===== config.mk =====
export PLATFORM = sky130hd
export DESIGN_NAME = overlay_sched
export DESIGN_NICKNAME = d
export VERILOG_FILES = /design/src/rtl/overlay_pkg.sv /design/src/rtl/overlay_rr_arb.sv /design/src/rtl/overlay_sched.sv
export SDC_FILE = /design/constraint.sdc
export NUM_CORES = 1
export LEC_CHECK = 0
export ABC_AREA = 0
export CORE_MARGIN = 1
export CORE_UTILIZATION = 45
export DETAILED_ROUTE_END_ITERATION = 7
export GPL_TIMING_DRIVEN = 1
export PLACE_DENSITY = 0.74
export RECOVER_POWER = 100
export SLEW_MARGIN = 25
export SYNTH_ARGS = -nofsm -noshare
export SYNTH_HDL_FRONTEND = slang
export SYNTH_HIERARCHICAL = 1
export SYNTH_SLANG_ARGS = --single-unit
export TNS_END_PERCENT = 100

===== constraint.sdc =====
create_clock -name clk -period 3 [get_ports clk]
set_input_delay 0.6 -clock clk [delete_from_list [all_inputs] [get_ports clk]]
set_output_delay 0.6 -clock clk [all_outputs]
set_load 0.005 [all_outputs]

===== src/rtl/overlay_pkg.sv =====
// Shared types and constants for the overlay position scheduler.
package overlay_pkg;

  typedef enum logic [1:0] {
    WAIT_LOCK = 2'd0,
    WARMUP    = 2'd1,
    RUN       = 2'd2
  } ovl_state_t;

  localparam int   COORD_W   = 10;
  localparam logic TGT_BOX   = 1'b0;
  localparam logic TGT_CROSS = 1'b1;

endpackage


===== src/rtl/overlay_rr_arb.sv =====
// Two-requester round-robin arbiter. The priority pointer only matters when
// both requesters are eligible; after an accept it passes to the loser.
module overlay_rr_arb (
  input  logic       clk,
  input  logic       rst_n,
  input  logic [1:0] i_elig,
  input  logic       i_advance,
  output logic [1:0] o_grant
);

  logic r_ptr;

  // One-hot grant: a lone eligible requester wins, a tie goes to the pointer
  always_comb begin
    o_grant = i_elig;
    if (i_elig == 2'b11) begin
      o_grant = r_ptr ? 2'b10 : 2'b01;
    end
  end

  // Hand priority to the requester that did not win the accepted transfer
  always_ff @(posedge clk or negedge rst_n) begin
    if (!rst_n) begin
      r_ptr <= 1'b0;
    end else if (i_advance) begin
      r_ptr <= o_grant[0];
    end
  end

endmodule


===== src/rtl/overlay_sched.sv =====
// Frame-synchronous position scheduler for the box and crosshair overlays.
// Updates are arbitrated into shadow registers and committed on vsync so the
// renderers never see a position change mid-frame. Video stays gated until
// the clock wizard locks and a number of warm-up frames have passed.
module overlay_sched
  import overlay_pkg::*;
#(
  parameter int   H_ACTIVE     = 640,
  parameter int   V_ACTIVE     = 480,
  parameter logic VS_POL       = 1'b0,
  parameter int   BLANK_FRAMES = 2,
  parameter int   BOX_X0       = 320,
  parameter int   BOX_Y0       = 240,
  parameter int   CROSS_X0     = 320,
  parameter int   CROSS_Y0     = 240
) (
  input  logic               clk,
  input  logic               rst_n,
  input  logic               locked,
  input  logic               vsync,
  input  logic               req0_valid,
  output logic               req0_ready,
  input  logic               req0_sel,
  input  logic [COORD_W-1:0] req0_x,
  input  logic [COORD_W-1:0] req0_y,
  input  logic               req1_valid,
  output logic               req1_ready,
  input  logic               req1_sel,
  input  logic [COORD_W-1:0] req1_x,
  input  logic [COORD_W-1:0] req1_y,
  output logic [COORD_W-1:0] box_x,
  output logic [COORD_W-1:0] box_y,
  output logic [COORD_W-1:0] cross_x,
  output logic [COORD_W-1:0] cross_y,
  output logic               video_en,
  output logic               commit_pulse,
  output logic               pend_box,
  output logic               pend_cross,
  output logic [15:0]        frame_cnt
);

  localparam logic [COORD_W-1:0] X_LIM     = COORD_W'(H_ACTIVE - 1);
  localparam logic [COORD_W-1:0] Y_LIM     = COORD_W'(V_ACTIVE - 1);
  localparam logic [3:0]         WARM_LAST = 4'(BLANK_FRAMES - 1);

  // Saturate a requested coordinate to the last visible pixel
  function automatic logic [COORD_W-1:0] sat_coord(
    input logic [COORD_W-1:0] v,
    input logic [COORD_W-1:0] lim
  );
    return (v > lim) ? lim : v;
  endfunction

  ovl_state_t                r_state;
  ovl_state_t                w_state_nxt;
  logic [3:0]                r_wcnt;
  logic [3:0]                w_wcnt_nxt;
  logic                      r_vs_prev;
  logic                      w_vs_act;
  logic                      w_vs_edge;
  logic                      w_active;
  logic                      w_commit;
  logic [1:0]                r_pend;
  logic [1:0]                w_pend_nxt;
  logic [1:0][COORD_W-1:0]   r_sh_x;
  logic [1:0][COORD_W-1:0]   r_sh_y;
  logic [1:0][COORD_W-1:0]   r_pos_x;
  logic [1:0][COORD_W-1:0]   r_pos_y;
  logic                      r_video_en;
  logic                      r_commit;
  logic [15:0]               r_frame;
  logic [1:0]                w_elig;
  logic [1:0]                w_grant;
  logic                      w_acc0;
  logic                      w_acc1;
  logic                      w_acc;
  logic                      w_acc_sel;
  logic [COORD_W-1:0]        w_acc_x;
  logic [COORD_W-1:0]        w_acc_y;

  assign w_vs_act  = (vsync == VS_POL);
  assign w_vs_edge = w_vs_act && !r_vs_prev;
  assign w_active  = (r_state != WAIT_LOCK);
  // Loss of lock suppresses the commit in the same cycle
  assign w_commit  = w_vs_edge && w_active && locked;

  // A requester competes only if its target has no update already waiting
  assign w_elig[0] = req0_valid && !r_pend[req0_sel];
  assign w_elig[1] = req1_valid && !r_pend[req1_sel];

  overlay_rr_arb u_arb (
    .clk       (clk),
    .rst_n     (rst_n),
    .i_elig    (w_elig),
    .i_advance (w_acc),
    .o_grant   (w_grant)
  );

  assign req0_ready = w_active && w_grant[0];
  assign req1_ready = w_active && w_grant[1];
  assign w_acc0     = req0_valid && req0_ready;
  assign w_acc1     = req1_valid && req1_ready;
  assign w_acc      = w_acc0 || w_acc1;
  assign w_acc_sel  = w_acc1 ? req1_sel : req0_sel;
  assign w_acc_x    = sat_coord(w_acc1 ? req1_x : req0_x, X_LIM);
  assign w_acc_y    = sat_coord(w_acc1 ? req1_y : req0_y, Y_LIM);

  // Start-up sequencing: wait for lock, count warm-up frames, then run
  always_comb begin
    w_state_nxt = r_state;
    w_wcnt_nxt  = r_wcnt;
    unique case (r_state)
      WAIT_LOCK: begin
        w_wcnt_nxt = '0;
        if (locked) w_state_nxt = WARMUP;
      end
      WARMUP: begin
        if (w_vs_edge) begin
          if (r_wcnt == WARM_LAST) begin
            w_state_nxt = RUN;
            w_wcnt_nxt  = '0;
          end else begin
            w_wcnt_nxt = r_wcnt + 4'd1;
          end
        end
      end
      RUN: begin
        w_wcnt_nxt = '0;
      end
      default: begin
        w_state_nxt = WAIT_LOCK;
        w_wcnt_nxt  = '0;
      end
    endcase
    if (!locked) begin
      w_state_nxt = WAIT_LOCK;
      w_wcnt_nxt  = '0;
    end
  end

  // Pending flags: a commit drains every shadow, an accept refills one target
  always_comb begin
    w_pend_nxt = r_pend;
    if (w_commit) w_pend_nxt = 2'b00;
    if (w_acc) w_pend_nxt[w_acc_sel] = 1'b1;
    if (!locked) w_pend_nxt = 2'b00;
  end

  // Control state, committed positions and status outputs
  always_ff @(posedge clk or negedge rst_n) begin
    if (!rst_n) begin
      r_state            <= WAIT_LOCK;
      r_wcnt             <= '0;
      r_vs_prev          <= 1'b1;
      r_pend             <= 2'b00;
      r_video_en         <= 1'b0;
      r_commit           <= 1'b0;
      r_frame            <= '0;
      r_pos_x[TGT_BOX]   <= COORD_W'(BOX_X0);
      r_pos_y[TGT_BOX]   <= COORD_W'(BOX_Y0);
      r_pos_x[TGT_CROSS] <= COORD_W'(CROSS_X0);
      r_pos_y[TGT_CROSS] <= COORD_W'(CROSS_Y0);
    end else begin
      r_state    <= w_state_nxt;
      r_wcnt     <= w_wcnt_nxt;
      r_vs_prev  <= w_vs_act;
      r_pend     <= w_pend_nxt;
      r_video_en <= (w_state_nxt == RUN);
      r_commit   <= w_commit && (|r_pend);
      if (w_commit && (r_state == RUN)) r_frame <= r_frame + 16'd1;
      if (w_commit && r_pend[TGT_BOX]) begin
        r_pos_x[TGT_BOX] <= r_sh_x[TGT_BOX];
        r_pos_y[TGT_BOX] <= r_sh_y[TGT_BOX];
      end
      if (w_commit && r_pend[TGT_CROSS]) begin
        r_pos_x[TGT_CROSS] <= r_sh_x[TGT_CROSS];
        r_pos_y[TGT_CROSS] <= r_sh_y[TGT_CROSS];
      end
    end
  end

  // Shadow capture; contents only matter while the matching pending flag is set
  always_ff @(posedge clk) begin
    if (w_acc) begin
      r_sh_x[w_acc_sel] <= w_acc_x;
      r_sh_y[w_acc_sel] <= w_acc_y;
    end
  end

  assign box_x        = r_pos_x[TGT_BOX];
  assign box_y        = r_pos_y[TGT_BOX];
  assign cross_x      = r_pos_x[TGT_CROSS];
  assign cross_y      = r_pos_y[TGT_CROSS];
  assign video_en     = r_video_en;
  assign commit_pulse = r_commit;
  assign pend_box     = r_pend[TGT_BOX];
  assign pend_cross   = r_pend[TGT_CROSS];
  assign frame_cnt    = r_frame;

endmodule


==> out/metrics.yaml, run 1 <==
status: "finished, violations left"
violations: "max-capacitance violations, max-slew violations"
pwr-share-comb: 0.144
ant_nets: 0
cts_buffer_depth: 2
slowest_delay_ns: 0.51
regArea_um2: 2920
pwr_density_cell_nw_per_um2: 511
fmax_ghz: 0.343
htree_num_levels: 3
netlist_area_um2: 4370
fillCellCount: 760
vias: 2957
syn2layout_area_growth_pct: 33.1
fin_nets: 495
drv_slew: 35
crit_required_ns: 2.40
layout_common_cells: "dlygate4sd3_1, dfrtp_1, clkdlybuf4s50_1"
coreArea_um2: 9330
maxCapViolCount: 1
grt_overflow: 0
drt-total-wl_um: 9130
hp-class: "reg -> reg"
synth_seq_area_share: 0.668
clk_pin_slew_ns: 0.10
p_leak_uw: 0.00259
crit_fanout: 2
drive_gt1_frac: 0.178
setup-tns-final_ns: 0
synth-seq-cells: 108
die_x_um: 101
grt_pass1_vias: 2861
worstPathArrival_ns: 2.32
final-hold-violation-count: 0
cts_setup_buffers: 0
critPathBufInv: 2
slowest_stage: "clkdlybuf4s50_1"
critPathLaunchType: "input port"
cts_tree: "built"
top_level_ports: 110
die_h_um: 101
rrSetupSlack_ns: 0.40
power_frac_clock: 0.277
cpMostUsedCell: "clkdlybuf4s50_1"
async_flop_share: 0.630
path_cells: "clkdlybuf4s50_1 -> mux2i_1 -> and2_1 -> a21boi_1 -> nor2b_1 -> clkdlybuf4s50_1"
power.switching_uw: 736
drc: 0
viasPerCell: 5.12
cts_num_sinks: 108
wl_per_cell_um: 15.8
p_int_uw: 2240
switching_share: 0.247
multiInputGateArea_um2: 1380
synth-edff-count: 40
cp-end-kind: "primary output"
syn_inst: 318
clock-root-buffer: "clkbuf_8"
drt_first_pass_iters: 4
peakVddDrop_mv: 0.264
grt_pass1_wl_um: 14400
final_common_cell: "dlygate4sd3_1"
worst_slew_pin_slew_ns: 1.84
critPathTopFamily: "buffers and inverters"
power.share.sequential: 0.579
ys_types: 37
placement.io_buffers: 109
hpwl_um: 6670
grt_usage: 0.191
drt_iter0_markers: 101
cts_buffers: 9
antenna_found_initial: 0
finalClockSkew_ns: 0.0107
min_period_over_period: 0.972
worstSkewPairLatency_ns: 0.36
max_slew_margin: -0.228
synth_top_flop_cell: "dfrtp_1"
min_period_ns: 2.92
path_class: "in -> out"
setup_viol: 0
p_total_uw: 2970
dieArea_um2: 10100
routabilityCongestion: 0.786
grt_start_max_net_pins: 35
yosys_warnings: 6
rows: 35
rsz0062_at_grt: "true"
synth_area_per_cell_um2: 13.7
start_util: 0.469
antenna_cells: 0
==> cells by family (layout without fill, tap and decap cells) <==
family | after synthesis | in the layout | share of synthesized area
flops | 108 | 108 | 0.668
simple gates | 107 | 107 | 0.124
mux | 46 | 46 | 0.118
compound gates | 25 | 25 | 0.0372
xor+xnor | 16 | 16 | 0.0321
buf+inv | 12 | 142 | 0.0114
fa+ha+maj | 3 | 3 | 0.00859
other cells | 1 | 2 | 0.000858
==> worst paths after layout <==
path                            start    endpoint  cells past startpoint
max                          req1_sel  req1_ready                      6
min                        r_sh_y[14]  cross_y[4]                      1
max reg2reg                r_state[1]  cross_y[8]                      5
min reg2reg                r_sh_y[14]  cross_y[4]                      1
max in group asynchronous       rst_n  cross_y[5]                      2
min in group asynchronous       rst_n  r_state[1]                      1
==> power groups by stage <==
stage                     Combinational, uW  Sequential, uW  Clock, uW
after global placement                  464            1750          0
after global routing                    468            1730        890
after detailed placement                476            1750          0
after floorplan                         156            1750          0
after CTS                               478            1730        838
final                                   428            1720        825
==> cell usage after synthesis (5+ instances only) <==
master / number / share of area
a21oi_1: 9 / 0.010
and3_1: 5 / 0.0072
clkbuf_1: 5 / 0.0043
dfrtp_1: 55 / 0.31
dfstp_2: 13 / 0.078
edfxtp_1: 40 / 0.27
mux2_2: 42 / 0.11
nand2_1: 46 / 0.039
nand3_1: 17 / 0.019
nand4_1: 6 / 0.0086
nor2_1: 10 / 0.0086
nor2b_1: 5 / 0.0072
xnor2_1: 10 / 0.020
xor2_1: 6 / 0.012
==> layer usage <==
metal  up-vias  global-route usage  part of all wire
met5         -                   0                 0
met1      1478               0.253              0.44
met4         0              0.0825             0.023
met2        78               0.308              0.49
li1       1384                   -                 -
met3        17              0.0374             0.045
==> per-stage QoR <==
stage	hold WS (ns)	setup WS, ns	area [um2]	std cells	utilization
2_1_floorplan	0.304	0.0338	4380	319	-
3_3_place_gp	0.458	0.0514	5730	562	0.614
3_5_place_dp	0.467	-0.0210	5730	562	0.614
4_1_cts	0.328	0.0126	5920	578	0.634
5_1_grt	0.502	-0.0176	5820	578	0.624
6_report	0.481	0.0830	5820	578	0.624
==> registers in the layout, indices dropped and copies added, names as in the netlist <==
signal        count
r_sh_x           20
r_sh_y           20
frame_cnt        16
box_x            10
box_y            10
cross_x          10
cross_y          10
r_wcnt            4
r_pend            2
r_state           2
commit_pulse      1
r_vs_prev         1
u_arb/r_ptr       1
video_en          1
==> timing repair <==
action | 4_1_cts | 5_1_grt
endpoints found under the setup margin | 0 | 2
hold buffers | 0 | 0
resized for setup | 0 | 1
==> final cells by class <==
type	instances	share of cell area
multi-input combinational	199	0.238
tap	129	0.0277
sequential	108	0.502
clock inverter	7	0.0108
timing repair buffer	123	0.199
inverter	3	0.00194
clock buffer	9	0.0213
(Power assumes the default switching activity.)
==> run 2, diff against run 1 <==
- CORE_MARGIN: 1 -> 2
- GPL_TIMING_DRIVEN: 1 -> default
- RECOVER_POWER: 100 -> default
==> run 2 against run 1 <==
Compared with the run above:
- the flow now finishes without violations
- critical path depth did not move
- utilization rose by 0.93 points
- maximum frequency up 0.48%
- sequential cell count stayed put
- setup slack better by 0.014 ns
- largest cell class unchanged
==> out/metrics.yaml, run 2 (synthesis gave the netlist of run 1 again) <==
use_met1: 0.236
peakVddDrop_mv: 0.240
multiInputGateArea_um2: 1420
grt_usage: 0.184
power.share.sequential: 0.578
finalClockSkew_ns: 0.0136
setup_viol: 0
min_period_ns: 2.90
antenna_found_initial: 0
path_class: "in -> out"
regArea_um2: 2920
vias: 2894
worst_slew_pin_slew_ns: 0.727
fin_ws_ns: 0.0968
p_total_uw: 2980
viasPerCell: 5.01
p_leak_uw: 0.00248
hold-worst-slack_ns: 0.280
grt_busiest_layer: "met2"
cts_num_sinks: 108
drive_gt1_frac: 0.207
coreArea_um2: 9330
rsz0062_at_grt: "false"
status: "completed"
grt_pass1_wl_um: 14600
drt_first_pass_iters: 7
drt-total-wl_um: 9320
crit_required_ns: 2.40
drv_slew: 0
hp-class: "in -> async"
dp.cells: 562
maxCapViolCount: 0
critPathLaunchType: "input port"
cts_tree: "built"
die_x_um: 103
routabilityCongestion: 0.764
rrSetupSlack_ns: 0.81
dieArea_um2: 10500
pwr-share-comb: 0.158
cp-end-kind: "primary output"
crit_fanout: 2
grt_pass1_vias: 3015
fmax_ghz: 0.344
use_met2: 0.313
top_level_ports: 110
rows: 35
drt_iter0_markers: 69
switching_share: 0.239
start_util: 0.469
final-hold-violation-count: 0
final_common_cell: "clkdlybuf4s50_1"
final_cells: 578
wl_per_cell_um: 16.1
grt_overflow: 0
min_period_over_period: 0.968
cts_setup_buffers: 0
cts_buffers: 9
hpwl_um: 6790
fillCellCount: 737
drc: 0
placement.io_buffers: 109
layout_common_cells: "clkdlybuf4s50_1, dfrtp_1, nand2_1"
ant_nets: 0
gr-usage-met3: 0.0271
max_slew_margin: 0.515
pwr_density_cell_nw_per_um2: 505
power.switching_uw: 712
place_area_um2: 5730
htree_num_levels: 3
pre_cts_slack_ns: -0.0623
power_frac_clock: 0.263
grt_start_max_net_pins: 37
final_cell_area_um2: 5900
cts_buffer_depth: 2
syn2layout_area_growth_pct: 35.0
clock-root-buffer: "clkbuf_8"
worstSkewPairLatency_ns: 0.37
fin_nets: 495
die_h_um: 103
worstPathArrival_ns: 2.30
clk_pin_slew_ns: 0.10
p_int_uw: 2270
antenna_cells: 0
[run 2: power by group through the flow]
stage	Sequential [uW]	Combinational [uW]	Clock, uW
after floorplan	1750	156	0
after global placement	1750	464	0
after detailed placement	1750	476	0
after CTS	1720	478	800
after global routing	1740	512	855
final	1720	472	785
[run 2: per-layer routing]
layer,vias to the layer above,part of all wire
met5,-,0
met4,0,0.016
met3,12,0.039
met2,70,0.52
met1,1436,0.43
li1,1376,-
[run 2: final timing paths]
kind / start / endpoint / cells after the start
max: req1_sel / req1_ready / 6
min: rst_n / frame_cnt[1] / 1
max reg2reg: r_pend[0] / r_sh_x[16] / 8
min reg2reg: r_sh_x[10] / cross_x[0] / 1
max in group asynchronous: rst_n / cross_x[6] / 2
min in group clk: r_sh_x[10] / cross_x[0] / 1
[run 2: worst max-delay path, cell delays in order]
cell	delay, ns
clkdlybuf4s50_1	0.50
mux2i_1	0.19
and2_1	0.17
a21boi_2	0.18
nor2b_2	0.16
clkdlybuf4s50_1	0.50
[run 2: what timing repair did]
| action | in CTS | in global routing |
|---|---|---|
| resized for setup | 1 | 2 |
| endpoints found under the hold margin | 0 | 0 |
| pin swaps | 0 | 0 |
| endpoints found under the setup margin | 1 | 1 |
| hold buffers | 0 | 0 |
[run 2: cell type report]
type	count	share of cell area
Clock inverter	6	0.00678
Multi-Input combinational cell	199	0.240
Tap cell	129	0.0273
Inverter	3	0.00191
Sequential cell	108	0.494
Clock buffer	10	0.0216
Timing Repair Buffer	123	0.208
[run 2: stage by stage]
| step | setup TNS [ns] | util |
|---|---|---|
| 2_1_floorplan | 0 | - |
| 3_3_place_gp | 0 | 0.614 |
| 3_5_place_dp | -0.508 | 0.614 |
| 4_1_cts | 0 | 0.632 |
| 5_1_grt | 0 | 0.633 |
| 6_report | 0 | 0.633 |
==> run 3, diff against run 2 <==
- SETUP_SLACK_MARGIN: default -> 0.02
- clock period: 3 -> 2.9 ns (I/O delays scaled with it)
==> run 3 against run 2 <==
Compared with the run above:
- combinational power is 6.8% higher
- first-iteration DRC count increased by 110%
- non-clock buffer count increased by 3
- die area unchanged
- total power increased by 4.6%
- critical path depth stayed put
- sequential power grew 3%
- cell count grew 0.52%
- utilization grew 0.74 points
- register-to-register slack worse by 0.15 ns
==> out/metrics.yaml, run 3 (synthesis gave the netlist of run 1 again) <==
status: "completed"
finalClockSkew_ns: 0.0142
hp-class: "in -> async"
pwr_density_cell_nw_per_um2: 522
vias: 2958
layout_common_cells: "clkdlybuf4s50_1, dfrtp_1, nand2_1"
grt_pass1_wl_um: 14600
crit_fanout: 2
rsz0062_at_grt: "false"
cts_num_sinks: 108
wl_per_cell_um: 16.2
worstSkewPairLatency_ns: 0.37
htree_num_levels: 3
use_met1: 0.236
grt_usage: 0.186
max_slew_margin: 0.438
cts_tree: "built"
grt_busiest_layer: "met2"
min_period_over_period: 0.937
fin_ws_ns: 0.182
cts_setup_buffers: 0
setup-tns-final_ns: 0
peakVddDrop_mv: 0.352
clock-root-buffer: "clkbuf_8"
cts_buffers: 9
routabilityCongestion: 0.786
final-hold-violation-count: 0
cp-end-kind: "primary output"
ant_nets: 0
cts_buffer_depth: 2
drv_slew: 0
syn2layout_area_growth_pct: 36.6
dieArea_um2: 10500
top_level_ports: 110
coreArea_um2: 9330
final_common_cell: "clkdlybuf4s50_1"
die_h_um: 103
rows: 35
maxCapViolCount: 0
antenna_found_initial: 0
grt_pass1_vias: 2890
viasPerCell: 5.09
grt_overflow: 0
setup_viol: 0
drt_iter0_markers: 144
placement.io_buffers: 109
drive_gt1_frac: 0.219
drt_first_pass_iters: 4
cts_hold_buf: 0
drt-total-wl_um: 9440
gr-usage-met3: 0.0339
p_total_uw: 3120
fin_nets: 498
antenna_cells: 0
critPathLaunchType: "input port"
min_period_ns: 2.72
die_x_um: 103
worst_slew_pin_slew_ns: 0.842
fmax_ghz: 0.368
drc: 0
start_util: 0.469
use_met2: 0.323
pre_cts_slack_ns: -0.0897
worstPathArrival_ns: 2.14
crit_required_ns: 2.32
hpwl_um: 6880
grt_start_max_net_pins: 36
path_class: "in -> out"
clk_pin_slew_ns: 0.11
p_leak_uw: 0.00253
[run 3: cell count changes in the layout (fill, tap and decap cells not counted), sizes merged]
cell           change
dlymetal6s2s       +2
buf                +3
clkdlybuf4s50      -2
clkinvlp           +1
inv                -1
[run 3: per-stage QoR]
| step | instance area, um2 | cells | utilization | hold WS, ns |
|---|---|---|---|---|
| after floorplan | 4380 | 319 | - | 0.284 |
| after global placement | 5760 | 565 | 0.618 | 0.460 |
| after detailed placement | 5760 | 565 | 0.618 | 0.465 |
| after CTS | 5950 | 581 | 0.638 | 0.331 |
| after global routing | 5970 | 581 | 0.640 | 0.381 |
| final | 5970 | 581 | 0.640 | 0.301 |
[run 3: timing repair]
item / CTS / global route
endpoints found under the setup margin: 1 / 2
pin swaps: 0 / 0
gates resized for setup: 2 / 7
[run 3: path summary, 6_finish.rpt]
path	start	end	slack, ns	cells past startpoint
setup / recovery	req0_sel	req1_ready	0.18	6
hold / removal	rst_n	cross_y[9]	0.30	1
setup reg to reg	r_pend[0]	r_sh_y[15]	0.66	9
hold reg to reg	frame_cnt[15]	frame_cnt[15]	0.48	1
max in group asynchronous	rst_n	box_y[5]	1.85	2
min in group clk	frame_cnt[15]	frame_cnt[15]	0.48	1
[run 3: area by class of cell]
| class | instances | area (um2) |
|---|---|---|
| multi-input cells | 199 | 1430 |
| repair buffers | 126 | 1270 |
| well taps | 129 | 161 |
| clock inverters | 6 | 53.8 |
| inverters | 3 | 11.3 |
| flip-flops and latches | 108 | 2920 |
| fillers | 736 | 3360 |
| clock buffers | 10 | 128 |
[run 3: critical path: stages]
cell and delay [ns]:
clkdlybuf4s50_1 0.52, mux2i_1 0.09, and2_4 0.17, a21boi_2 0.14
nor2b_2 0.15, clkdlybuf4s50_1 0.50
[run 3: routing by layer]
| layer | wire (um) | vias up |
|---|---|---|
| li1 | - | 1383 |
| met1 | 4020 | 1492 |
| met2 | 4950 | 69 |
| met3 | 312 | 14 |
| met4 | 146 | 0 |
| met5 | 0 | - |
[run 3: report_power, final]
part	switching, uW	leakage (uW)	internal (uW)	total [uW]
clock network	508	0.0000852	321	829
registers	60.8	0.00124	1720	1780
logic	185	0.00120	319	504
